File: src/rtl/accel_pkg.sv
// Shared accelerator front-end types: host/instruction widths and packer state encoding.
package accel_pkg;

    localparam int unsigned ACC_HOST_W     = 32;
    localparam int unsigned ACC_INSTR_W    = 64;
    localparam int unsigned ACC_FIFO_DEPTH = 4;

    typedef logic [ACC_INSTR_W-1:0] instr_t;

    // Packer phase: waiting for the low word, or holding it for the high word.
    typedef enum logic {
        PK_LOW  = 1'b0,
        PK_HIGH = 1'b1
    } pack_state_e;

endpackage : accel_pkg

File: src/rtl/instr_sync_fifo.sv
// Synchronous show-ahead FIFO: head is visible while non-empty, with a sync clear.
module instr_sync_fifo #(
    parameter  int unsigned WIDTH = 64,
    parameter  int unsigned DEPTH = 4,
    localparam int unsigned PTR_W = $clog2(DEPTH),
    localparam int unsigned CNT_W = $clog2(DEPTH + 1)
) (
    input  logic             clk,
    input  logic             rst,
    input  logic             clear_i,
    input  logic             push_i,
    input  logic [WIDTH-1:0] push_data_i,
    input  logic             pop_i,
    output logic [WIDTH-1:0] head_o,
    output logic             full_o,
    output logic             empty_o,
    output logic [CNT_W-1:0] count_o
);

    logic [WIDTH-1:0] mem_q [DEPTH];
    logic [PTR_W-1:0] wr_q, wr_d;
    logic [PTR_W-1:0] rd_q, rd_d;
    logic [CNT_W-1:0] cnt_q, cnt_d;
    logic             push_ok;
    logic             pop_ok;

    assign full_o  = (cnt_q == CNT_W'(DEPTH));
    assign empty_o = (cnt_q == '0);
    assign count_o = cnt_q;
    assign head_o  = empty_o ? '0 : mem_q[rd_q];

    // Clear discards any push in the same cycle; a pop is simply absorbed by the clear.
    assign push_ok = push_i && !full_o && !clear_i;
    assign pop_ok  = pop_i && !empty_o && !clear_i;

    always_comb begin
        wr_d  = wr_q;
        rd_d  = rd_q;
        cnt_d = cnt_q;
        if (clear_i) begin
            wr_d  = '0;
            rd_d  = '0;
            cnt_d = '0;
        end else begin
            if (push_ok) begin
                wr_d = wr_q + PTR_W'(1);
            end
            if (pop_ok) begin
                rd_d = rd_q + PTR_W'(1);
            end
            case ({push_ok, pop_ok})
                2'b10:   cnt_d = cnt_q + CNT_W'(1);
                2'b01:   cnt_d = cnt_q - CNT_W'(1);
                default: cnt_d = cnt_q;
            endcase
        end
    end

    always_ff @(posedge clk or negedge rst) begin
        if (!rst) begin
            wr_q  <= '0;
            rd_q  <= '0;
            cnt_q <= '0;
        end else begin
            wr_q  <= wr_d;
            rd_q  <= rd_d;
            cnt_q <= cnt_d;
        end
    end

    // Storage needs no reset: the head is masked to zero whenever the FIFO is empty.
    always_ff @(posedge clk) begin
        if (push_ok) begin
            mem_q[wr_q] <= push_data_i;
        end
    end

endmodule : instr_sync_fifo

File: src/rtl/instr_stream_packer.sv
// Packs pairs of 32-bit host words (low first) into 64-bit instructions and queues them
// towards the accelerator input, honouring its buffer_full backpressure.
module instr_stream_packer
    import accel_pkg::*;
#(
    parameter  int unsigned HOST_W     = ACC_HOST_W,
    parameter  int unsigned INSTR_W    = ACC_INSTR_W,
    parameter  int unsigned FIFO_DEPTH = ACC_FIFO_DEPTH,
    localparam int unsigned CNT_W      = $clog2(FIFO_DEPTH + 1)
) (
    input  logic               clk,
    input  logic               rst,
    input  logic [HOST_W-1:0]  host_data,
    input  logic               host_valid,
    output logic               host_ready,
    input  logic               flush,
    input  logic               acc_buffer_full,
    output logic [INSTR_W-1:0] instr_out,
    output logic               instr_valid,
    output logic [CNT_W-1:0]   fill_level,
    output logic               half_pending
);

    if (INSTR_W != 2 * HOST_W) begin : g_bad_width
        $error("instr_stream_packer: INSTR_W must equal 2*HOST_W");
    end

    pack_state_e        state_q, state_d;
    logic [HOST_W-1:0]  low_q, low_d;
    logic               host_accept;
    logic               fifo_push;
    logic               fifo_pop;
    logic               fifo_full;
    logic               fifo_empty;
    logic [INSTR_W-1:0] push_data;

    assign host_ready   = !fifo_full && !flush;
    assign host_accept  = host_valid && host_ready;
    assign push_data    = {host_data, low_q};
    assign half_pending = (state_q == PK_HIGH);
    assign instr_valid  = !fifo_empty;
    assign fifo_pop     = instr_valid && !acc_buffer_full;

    // Pack phase: first word parks in low_q, second word completes and pushes the pair.
    always_comb begin
        state_d   = state_q;
        low_d     = low_q;
        fifo_push = 1'b0;
        if (flush) begin
            state_d = PK_LOW;
        end else if (host_accept) begin
            case (state_q)
                PK_LOW: begin
                    low_d   = host_data;
                    state_d = PK_HIGH;
                end
                PK_HIGH: begin
                    fifo_push = 1'b1;
                    state_d   = PK_LOW;
                end
                default: state_d = PK_LOW;
            endcase
        end
    end

    always_ff @(posedge clk or negedge rst) begin
        if (!rst) begin
            state_q <= PK_LOW;
            low_q   <= '0;
        end else begin
            state_q <= state_d;
            low_q   <= low_d;
        end
    end

    instr_sync_fifo #(
        .WIDTH (INSTR_W),
        .DEPTH (FIFO_DEPTH)
    ) u_fifo (
        .clk         (clk),
        .rst         (rst),
        .clear_i     (flush),
        .push_i      (fifo_push),
        .push_data_i (push_data),
        .pop_i       (fifo_pop),
        .head_o      (instr_out),
        .full_o      (fifo_full),
        .empty_o     (fifo_empty),
        .count_o     (fill_level)
    );

endmodule : instr_stream_packer
File: config.mk
export PLATFORM = sky130hd
export DESIGN_NAME = instr_stream_packer
export DESIGN_NICKNAME = d
export VERILOG_FILES = /design/src/rtl/accel_pkg.sv /design/src/rtl/instr_sync_fifo.sv /design/src/rtl/instr_stream_packer.sv
export SDC_FILE = /design/constraint.sdc
export NUM_CORES = 1
export LEC_CHECK = 0
export ABC_AREA = 0
export CORE_MARGIN = 1.5
export CORE_UTILIZATION = 42
export CTS_CLUSTER_DIAMETER = 120
export DETAILED_ROUTE_END_ITERATION = 7
export HOLD_SLACK_MARGIN = 0.03
export SLEW_MARGIN = 30
export SYNTH_ARGS = -nofsm -noshare
export SYNTH_HDL_FRONTEND = slang
export SYNTH_SLANG_ARGS = --single-unit
export TNS_END_PERCENT = 50
File: constraint.sdc
create_clock -name clk -period 3.4 [get_ports clk]
set_clock_uncertainty 0.2 [all_clocks]
set_input_delay 0.85 -clock clk [delete_from_list [all_inputs] [get_ports clk]]
set_output_delay 0.85 -clock clk [all_outputs]
set_load 0.05 [all_outputs]
==> metrics.log <==
[metrics] Worst Tran Pin Value: 814 ps
[metrics] Post-DP HPWL: 12.2 mm
[metrics] design internal power: 0.00820 W
[metrics] core region area: 27000 um^2
[metrics] Top Ports: 107
[metrics] part of the power in combinational logic: 35.9%
[metrics] initial drt markers: 304
[metrics] Synth Net Count: 571
[metrics] clock network power share: 24.7%
[metrics] Max Clk Rate: 303 MHz
[metrics] run status: finished, final reports clean
[metrics] commonest non-fill, non-tap cell in the layout: edfxtp_1
[metrics] number of max-capacitance violations reported: 0
[metrics] Cell Rows: 60
[metrics] Area growth, synth to finish: 24.1%
[metrics] Die W: 169 um
[metrics] largest net degree at the start of global routing: 39
[metrics] drt via density: 5.12
[metrics] crit path time final: 3300 ps
[metrics] clock slew at the register clock pins of the worst setup and hold paths: 60 ps
[metrics] fraction of final layout cells with drive strength greater than 1: 34.7%
[metrics] fillcell total: 2099
[metrics] number of CTS-inserted buffers: 30
[metrics] grt ovf: 0
[metrics] drt wl/cell: 20.2 um
[metrics] global placement routability congestion: 0.723
[metrics] Crit Path Category: flip-flop to output pin
[metrics] routed wire length: 20.8 mm
[metrics] Avg Inst Size Synth: 21.8 um^2
[metrics] element type at the critical path start: flip-flop
[metrics] synthesized netlist cell count: 529
[metrics] Post-synth EDFFs: 256
[metrics] 1st-pass router iterations: 4
[metrics] relative max-transition margin: 45.8%
[metrics] global-route wire length before repair: 33.0 mm
[metrics] # hold bufs at CTS: 0
[metrics] GRT Resource Usage Total: 15.1%
[metrics] H-tree depth reported by CTS: 1
[metrics] final total negative setup slack: 0 ps
[metrics] worst reg-to-reg setup slack: 680 ps
[metrics] data required time at the worst endpoint: 2350 ps
[metrics] endpoint type of the worst setup path: output pin
[metrics] insertion delay to the later sink of the worst-skew pair: 530 ps
[metrics] final worst hold slack: 215 ps
[metrics] # nets final: 705
[metrics] RSZ-0062 raised after global routing: false
[metrics] PortBufs: 106
[metrics] top_reg_cell synth: edfxtp_1
[metrics] Max clock buf depth: 3
[metrics] reg-to-reg critical path startpoint: u_fifo.count_o[0]
[metrics] Reg area: 8700 um^2
[metrics] start point of the critical path: u_fifo.rd_q[0]
[metrics] overall die height: 169 um
[metrics] PwrDens: 851 nW/um^2
[metrics] overall via count from detail_route: 5268
[metrics] leakage power figure: 4.94 nW
[metrics] area of the die: 28500 um^2
[metrics] synthesized area: 11500 um^2
[metrics] clock tree from TritonCTS: yes
[metrics] fraction of power spent switching nets: 32.7%
[metrics] worst-path fanout max: 37
[metrics] Multi-input gate area: 2680 um^2
[metrics] most frequent cells in the layout: edfxtp_1 (256), mux4_2 (64), and2_1 (64)
[metrics] postcts setup bufs: 0
[metrics] root buf cell: clkbuf_16
[metrics] worst supply voltage drop on vdd: 0.492 mV
[metrics] class of the tightest hold or removal check: input port to asynchronous set/reset pin
[metrics] fin crit share: 97.2%
[metrics] register share of total power: 39.3%
[metrics] CTS sink cnt: 296
[metrics] DRC viols: 0
[metrics] number of global-route vias before repair: 5847
[metrics] Final setup viols: 0
[metrics] Yosys Warn Count: 0
[metrics] number of routed nets with antenna violations: 0
[metrics] sequential fraction of the synthesis area: 75.3%
[metrics] number of antenna violations at the first check in global routing: 2
[metrics] post-synthesis register bit count: 296
[metrics] final hold violations: 0
[metrics] Worst EP arrival: 2250 ps
[metrics] distinct cell type count after synthesis: 30
[metrics] switching power: 0.00399 W
[metrics] Async S/R FF share, synth: 13.5%
[metrics] initial cell density of the core: 42.8%
[metrics] max-slew violations: 0
worst max-delay path: stages (launching register included):
cell and delay, ps:
dfrtp_4 450, buf_16 280, mux4_2 600, and2_1 180, buf_4 180
path summary, 6_finish.rpt:
kind | end | depth (start not counted)
min in group clk | u_fifo.mem_q[1][3] | 0
max in group asynchronous | low_q[14] | 2
setup reg to reg | u_fifo.count_o[2] | 8
hold reg to reg | u_fifo.mem_q[1][3] | 0
setup / recovery | instr_out[62] | 4
hold / removal | low_q[6] | 1
through the flow:
| stage | utilization [%] | instance area, um^2 | cells | total power (W) | worst slack [ps] |
|---|---|---|---|---|---|
| 5_1_grt | 53.1 | 14300 | 1027 | 0.0127 | 2.11 |
| 3_3_place_gp | 49.7 | 13400 | 972 | 0.00926 | 247 |
| 6_report | 53.1 | 14300 | 1028 | 0.0122 | 96.9 |
| 3_5_place_dp | 49.7 | 13400 | 972 | 0.00933 | 74.6 |
| 4_1_cts | 53.1 | 14300 | 1027 | 0.0124 | 36.7 |
| 2_1_floorplan | - | 11500 | 529 | 0.00765 | 1.83 |
final cells by class:
cell class	instances	share of cell area (%)
timing repair buffer	128	11.0
clock inverter	14	0.472
sequential	296	60.7
tap	341	2.98
inverter	4	0.105
antenna	1	0.0175
multi-input combinational	203	18.7
clock buffer	41	5.96
flip-flops by register name (all words and copies together) (netlist names):
name,count
half_pending,1
u_fifo.count_o,3
u_fifo.rd_q,2
u_fifo.mem_q,256
low_q,32
u_fifo.wr_q,2
power by group through the flow:
stage               combinational, W  clock [W]  sequential [W]
CTS                          0.00447    0.00310         0.00480
global route                 0.00463    0.00323         0.00485
detailed placement           0.00445          0         0.00487
global placement             0.00443          0         0.00483
finish                       0.00438    0.00302         0.00480
floorplan                    0.00284          0         0.00481
layer usage:
metal,routed length (um),global-route usage [%],vias to the layer above
li1,-,-,2369
met1,9140,20.5,2767
met2,10600,25.9,112
met3,799,2.41,20
met4,235,3.38,0
met5,0,0,-
synthesized netlist by cell type (3+ instances only):
master,number,area (um^2)
mux4_2,64,1440
mux2_1,4,45.0
buf_6,8,90.1
dfrtp_1,40,1000
nand2_1,3,11.3
clkbuf_1,14,52.6
ha_1,4,50.1
xnor2_1,4,35.0
inv_1,4,15.0
nor2b_1,3,18.8
edfxtp_1,256,7690
nor2_1,7,26.3
mux2_4,30,450
and2_1,68,425
buf_2,3,15.0
cell families (layout without fill, tap and decap cells):
kind of cell	count (synthesis)	after routing	share of synthesized area, %
XOR/XNOR	4	4	0.303
flip-flops	296	296	75.3
multiplexers	101	101	17.1
buffers and inverters	30	187	1.56
adder cells (fa/ha/maj)	5	5	0.607
AND/OR/NAND/NOR	91	91	5.06
AO/OA/AOI/OAI	2	2	0.141
other	0	1	0
timing repair:
action,4_1_cts,5_1_grt
hold endpoints to repair,0,0
resized for setup,0,1
endpoints found under the setup margin,0,1
No activity file was read; power rests on OpenSTA's default activity.
